### src/rtl/dither_pkg.sv
// Shared types and constants for the frame-level RGB nibble quantizer.
// DITHER_ORDERED_EN adds the 4x4 position tag to each buffered pixel.
package dither_pkg;

  typedef struct packed {
    logic [7:0] r;
    logic [7:0] g;
    logic [7:0] b;
  } pixel_t;

  typedef enum logic [1:0] {
    ST_IDLE  = 2'd0,
    ST_RUN   = 2'd1,
    ST_DRAIN = 2'd2,
    ST_DONE  = 2'd3
  } dctl_state_t;

  // Indexed [y mod 4][x mod 4].
  localparam logic [3:0] BAYER4 [4][4] = '{
    '{4'd0,  4'd8,  4'd2,  4'd10},
    '{4'd12, 4'd4,  4'd14, 4'd6 },
    '{4'd3,  4'd11, 4'd1,  4'd9 },
    '{4'd15, 4'd7,  4'd13, 4'd5 }
  };

  // Round-half-up offset used when ordered dithering is off.
  localparam logic [3:0] K_ROUND = 4'd8;

  typedef struct packed {
    pixel_t     pix;
    logic       sof;
    logic       eol;
`ifdef DITHER_ORDERED_EN
    logic [1:0] px;
    logic [1:0] py;
`endif
  } fifo_ent_t;

endpackage

### src/rtl/dither_quantizer.sv
// Combinational 8-bit to 4-bit-per-channel quantizer: adds offset k, keeps the
// upper nibble, saturates to 0xF0 on overflow instead of wrapping.
import dither_pkg::*;

module dither_quantizer (
  input  pixel_t     pix_i,
  input  logic [3:0] k_i,
  output pixel_t     pix_o
);

  function automatic logic [7:0] quant_ch(input logic [7:0] c, input logic [3:0] k);
    logic [4:0] hi;
    hi = 5'(({1'b0, c} + {5'b0, k}) >> 4);
    return hi[4] ? 8'hF0 : {hi[3:0], 4'h0};
  endfunction

  assign pix_o.r = quant_ch(pix_i.r, k_i);
  assign pix_o.g = quant_ch(pix_i.g, k_i);
  assign pix_o.b = quant_ch(pix_i.b, k_i);

endmodule

### src/rtl/dither_frame_ctrl.sv
// Raster-order frame sequencer: reads the image memory, quantizes each pixel and
// streams it out through a 2-entry FIFO. Define DITHER_ORDERED_EN for Bayer dither.
//
// state    | meaning
// ---------+-----------------------------------------------------------
// ST_IDLE  | waiting for start
// ST_RUN   | issuing one memory read per pixel, credit-limited
// ST_DRAIN | all reads issued, waiting for FIFO and read pipe to empty
// ST_DONE  | one-cycle completion pulse
import dither_pkg::*;

module dither_frame_ctrl #(
  parameter int IMG_W  = 320,
  parameter int IMG_H  = 240,
  parameter int ADDR_W = $clog2(IMG_W * IMG_H)
) (
  input  logic              clk,
  input  logic              rst,
  input  logic              start,
  output logic              busy,
  output logic              done,
  output logic              mem_rd_en,
  output logic [ADDR_W-1:0] mem_addr,
  input  logic [23:0]       mem_data,
  output logic              out_valid,
  input  logic              out_ready,
  output logic [23:0]       out_pixel,
  output logic              out_sof,
  output logic              out_eol
);

  localparam int XW = ($clog2(IMG_W) > 2) ? $clog2(IMG_W) : 2;
  localparam int YW = ($clog2(IMG_H) > 2) ? $clog2(IMG_H) : 2;
  localparam logic [XW-1:0]     X_LAST = XW'(IMG_W - 1);
  localparam logic [YW-1:0]     Y_LAST = YW'(IMG_H - 1);
  localparam logic [ADDR_W-1:0] A_LAST = ADDR_W'(IMG_W * IMG_H - 1);

  dctl_state_t       state_q;
  logic              busy_q;
  logic              done_q;

  logic [XW-1:0]     x_q;
  logic [YW-1:0]     y_q;
  logic [ADDR_W-1:0] addr_q;

  logic              vld_q;
  logic              sof_p_q;
  logic              eol_p_q;
`ifdef DITHER_ORDERED_EN
  logic [1:0]        px_p_q;
  logic [1:0]        py_p_q;
`endif

  fifo_ent_t         fifo_q [2];
  logic              wr_ptr_q;
  logic              rd_ptr_q;
  logic [1:0]        cnt_q;

  logic              rd_en;
  logic              push;
  logic              pop;
  logic [1:0]        fill;
  logic              drained;
  logic [3:0]        k;
  pixel_t            q_pix;
  fifo_ent_t         wr_ent;
  fifo_ent_t         head;

  assign out_valid = (cnt_q != 2'd0);
  assign pop       = out_valid && out_ready;
  assign push      = vld_q;

  // A slot freed by this cycle's pop is credited immediately so a steady
  // ready stream sustains one read per cycle without overrunning the FIFO.
  assign fill    = cnt_q - {1'b0, pop} + {1'b0, vld_q};
  assign rd_en   = (state_q == ST_RUN) && (fill < 2'd2);
  assign drained = !vld_q && ((cnt_q == 2'd0) || ((cnt_q == 2'd1) && pop));

  always_ff @(posedge clk) begin
    if (rst) begin
      state_q <= ST_IDLE;
      busy_q  <= 1'b0;
      done_q  <= 1'b0;
    end else begin
      done_q <= 1'b0;
      case (state_q)
        ST_IDLE: begin
          if (start) begin
            state_q <= ST_RUN;
            busy_q  <= 1'b1;
          end
        end
        ST_RUN: begin
          if (rd_en && (addr_q == A_LAST)) begin
            state_q <= ST_DRAIN;
          end
        end
        ST_DRAIN: begin
          if (drained) begin
            state_q <= ST_DONE;
            busy_q  <= 1'b0;
            done_q  <= 1'b1;
          end
        end
        ST_DONE: begin
          state_q <= ST_IDLE;
        end
        default: begin
          state_q <= ST_IDLE;
          busy_q  <= 1'b0;
        end
      endcase
    end
  end

  always_ff @(posedge clk) begin
    if (rst) begin
      x_q     <= '0;
      y_q     <= '0;
      addr_q  <= '0;
      vld_q   <= 1'b0;
      sof_p_q <= 1'b0;
      eol_p_q <= 1'b0;
`ifdef DITHER_ORDERED_EN
      px_p_q  <= 2'd0;
      py_p_q  <= 2'd0;
`endif
    end else begin
      vld_q <= rd_en;
      if ((state_q == ST_IDLE) && start) begin
        x_q    <= '0;
        y_q    <= '0;
        addr_q <= '0;
      end else if (rd_en) begin
        sof_p_q <= (x_q == '0) && (y_q == '0);
        eol_p_q <= (x_q == X_LAST);
`ifdef DITHER_ORDERED_EN
        px_p_q  <= x_q[1:0];
        py_p_q  <= y_q[1:0];
`endif
        if (x_q == X_LAST) begin
          x_q <= '0;
          y_q <= (y_q == Y_LAST) ? '0 : y_q + 1'b1;
        end else begin
          x_q <= x_q + 1'b1;
        end
        addr_q <= (addr_q == A_LAST) ? '0 : addr_q + 1'b1;
      end
    end
  end

`ifdef DITHER_ORDERED_EN
  assign k = BAYER4[py_p_q][px_p_q];
`else
  assign k = K_ROUND;
`endif

  dither_quantizer u_quant (
    .pix_i (pixel_t'(mem_data)),
    .k_i   (k),
    .pix_o (q_pix)
  );

  always_comb begin
    wr_ent     = '0;
    wr_ent.pix = q_pix;
    wr_ent.sof = sof_p_q;
    wr_ent.eol = eol_p_q;
`ifdef DITHER_ORDERED_EN
    wr_ent.px  = px_p_q;
    wr_ent.py  = py_p_q;
`endif
  end

  always_ff @(posedge clk) begin
    if (rst) begin
      fifo_q[0] <= '0;
      fifo_q[1] <= '0;
      wr_ptr_q  <= 1'b0;
      rd_ptr_q  <= 1'b0;
      cnt_q     <= 2'd0;
    end else begin
      if (push) begin
        fifo_q[wr_ptr_q] <= wr_ent;
        wr_ptr_q         <= ~wr_ptr_q;
      end
      if (pop) begin
        rd_ptr_q <= ~rd_ptr_q;
      end
      cnt_q <= cnt_q + {1'b0, push} - {1'b0, pop};
    end
  end

  assign head      = fifo_q[rd_ptr_q];
  assign out_pixel = head.pix;
  assign out_sof   = head.sof;
  assign out_eol   = head.eol;

  assign busy      = busy_q;
  assign done      = done_q;
  assign mem_rd_en = rd_en;
  assign mem_addr  = addr_q;

endmodule

### config.mk
export PLATFORM = sky130hd
export DESIGN_NAME = dither_frame_ctrl
export DESIGN_NICKNAME = d
export VERILOG_FILES = /design/src/rtl/dither_pkg.sv /design/src/rtl/dither_quantizer.sv /design/src/rtl/dither_frame_ctrl.sv
export SDC_FILE = /design/constraint.sdc
export NUM_CORES = 1
export LEC_CHECK = 0
export BUFFER_PORTS_ARGS = -buffer_cell sky130_fd_sc_hd__buf_4
export CORE_AREA = 8 8 89 91
export CTS_CLUSTER_DIAMETER = 120
export DETAILED_ROUTE_END_ITERATION = 16
export DIE_AREA = 0 0 97 99
export PLACE_DENSITY = 0.81
export REMOVE_ABC_BUFFERS = 1
export SLEW_MARGIN = 5
export SYNTH_ARGS = -nofsm -noshare
export SYNTH_HDL_FRONTEND = slang
export SYNTH_SLANG_ARGS = --single-unit
### constraint.sdc
create_clock -name clk -period 4.4 [get_ports clk]
set_input_delay 1.1 -clock clk [delete_from_list [all_inputs] [get_ports clk]]
set_output_delay 1.1 -clock clk [all_outputs]
set_load 0.05 [all_outputs]
==> results.txt <==
Die ar. = 9600 um2
Num Clock Sinks = 74
CTS tree = done
CORE AREA = 6570 um2
Period Utilization, post-route = 80.7%
FP Rows = 30
Nets = 485
Fill cells = 531
IO Count = 75
Worst-margin pin slew = 0.738 ns
Final min period = 3.55 ns
Power per standard cell area = 522 nW/um2
First drt pass iteration count = 4
Largest net degree at the start of global routing = 23
Number of DRC markers in iteration 0 = 199
Max_cap viols = 0
Critical Path Source Type = input port
Clk buf depth = 2
Port Buffers = 53
Initial Util = 57.5%
CTS buffer count = 9
Hpwl dp = 5770 um
Resized cells post-CTS = 0
RePlAce Congestion = 0.837
Cell area after synthesis = 3770 um2
Synth warn = 0
Commonest non-fill, non-tap cells in the layout = nor2_1 (65), buf_4 (58), dfxtp_1 (46), edfxtp_1 (28)
First-pass GRT wire length = 13700 um
Drt via density = 5.66
Grt ovf = 0
Most used DFF post-synth = dfxtp_1
Flops & latches, synth = 74
Pwr Total = 2.30 mW
Max-slew headroom = 50.8%
CP Max Fanout = 2
Vias = 2995
Top cells by area, synth = dfxtp_1 (24%), edfxtp_1 (22%), nor2_1 (6.5%), ha_1 (4.3%), mux2_2 (4.2%)
Unrepaired setup endpoints after global routing = false
# H-tree levels = 3
Most common cell after layout, fill and taps aside = nor2_1
Post-Syn Area per Cell = 9.65 um2
Clock latency at the later pin of the worst-skew pair = 0.34 ns
Share of cells above drive strength 1 = 21.4%
CP arrival = 2.45 ns
WL final = 8180 um
Final ANT Viol Nets = 0
Area Overhead vs Synth = 17.0%
Max Clock Freq = 282 MHz
Critical path class = input port to primary output
Status = finished, final reports clean
Count of pins over their slew limit = 0
Critical Path RT = 3.30 ns
Root Driver = clkbuf_8
Gr usage total = 17.2%
Post-CTS Setup Repair Bufs = 0
Via count of the first global-routing pass = 2979
Die X = 97 um
Top-area cell type share of the netlist area = 24.4%
# DRC = 0
Post-synth EDFFs = 28
Final Hold Vio Count = 0
Clk_skew = 0.00927 ns
Hold_buf cts = 0
HP Class = register to register
Sequential fraction of the synthesis area = 46.7%
Setup TNS Final = 0 ns
FFs w/ async S/R, synth = 0%
Clock transition at the registers of the reported paths = 0.07 ns
# diodes = 0
Initial antenna violation count = 0
VDD IR max = 313 uV
Gate Count Post-Synth = 391
Distinct cells, synth = 52
Crit. End Element = primary output
Routed wire length per instance = 15.5 um
Yosys top cell by area = dfxtp_1
Setup violations, final = 0
Die Ht = 99 um
Leakage = 1.76 nW
-- registers in the layout, summed over array words and instances, names as in the netlist, named ones only --
name,flops
wr_ptr_q,1
y_q,8
x_q,9
sof_p_q,1
rd_ptr_q,1
state_q,2
push,1
mem_addr,17
cnt_q,2
fifo_q,28
busy,1
done,1
eol_p_q,1
-- power breakdown --
group / internal [mW] / leakage [nW] / switching (mW) / total, mW
Clock: 0.324 / 0.106 / 0.265 / 0.589
Combinational: 0.293 / 0.995 / 0.573 / 0.867
Sequential: 0.791 / 0.663 / 0.0569 / 0.848
Total: 1.41 / 1.76 / 0.895 / 2.30
-- cell usage after synthesis, types with 3 or more instances --
library cell  number
edfxtp_1          28
dfxtp_1           46
xor2_1            15
or4_1              7
or3_1              6
o31ai_1            6
and2_1             5
mux2_2            14
nand3b_1           4
nor2_1            65
nand2_1           18
nor4_1             3
ha_1              13
a21oi_1           18
clkbuf_1           9
xnor2_1           10
nand3_1           17
nand2b_1           9
and3_1             4
and4_1             3
inv_1             13
buf_4             13
o21ai_0            5
mux2i_1            6
nand4_1           17
-- worst max-delay path, stage by stage --
cell,delay (ns)
buf_4,0.11
and2_1,0.15
ha_1,0.27
inv_1,0.04
ha_1,0.17
xnor3_1,0.22
nand2_1,0.08
inv_2,0.10
buf_4,0.20
-- metrics by stage --
stage | cells | hold slack [ns] | setup slack [ns] | util [%] | instance area [um2]
finish | 529 | 0.469 | 0.849 | 67.2 | 4420
detailed placement | 513 | 0.452 | 0.847 | 63.8 | 4190
global route | 529 | 0.509 | 0.754 | 67.2 | 4420
global placement | 513 | 0.440 | 0.846 | 63.8 | 4190
floorplan | 375 | 0.426 | 0.401 | - | 3660
CTS | 529 | 0.462 | 0.840 | 67.2 | 4420
-- final timing paths --
kind	startpoint	slack [ns]	to	cells past startpoint
worst min-delay path	sof_p_q	0.47	sof_p_q	2
worst min register to register	sof_p_q	0.47	sof_p_q	2
worst max register to register	cnt_q[1]	1.40	y_q[0]	10
worst max-delay path	out_ready	0.85	mem_rd_en	9
-- logic make-up (layout without fill, tap and decap cells) --
kind of cell | after synthesis | after routing | synth area share (%)
AO/OA/AOI/OAI | 41 | 41 | 6.83
adder cells (fa/ha/maj) | 13 | 13 | 4.31
buffers and inverters | 41 | 88 | 5.63
multiplexers | 20 | 20 | 5.77
XOR/XNOR | 26 | 26 | 6.40
AND/OR/NAND/NOR | 175 | 175 | 24.3
flip-flops | 74 | 74 | 46.7
other | 1 | 12 | 0.0993
-- routing by layer --
layer	track usage (%)	routed length (um)	vias to the layer above
li1	-	-	1461
met1	19.3	3450	1406
met2	29.0	4030	116
met3	4.69	553	12
met4	9.35	135	0
met5	0	0	-
-- area by class of cell --
class / instances / area, um2 / share of cell area, %
Tap cell: 80 / 100 / 2.27
Sequential cell: 74 / 1760 / 39.9
Clock inverter: 7 / 101 / 2.29
Multi-Input combinational cell: 287 / 1840 / 41.7
Inverter: 14 / 52.6 / 1.19
Timing Repair Buffer: 58 / 435 / 9.86
Clock buffer: 9 / 124 / 2.80
Note: power is estimated with default switching activity, not from simulation.
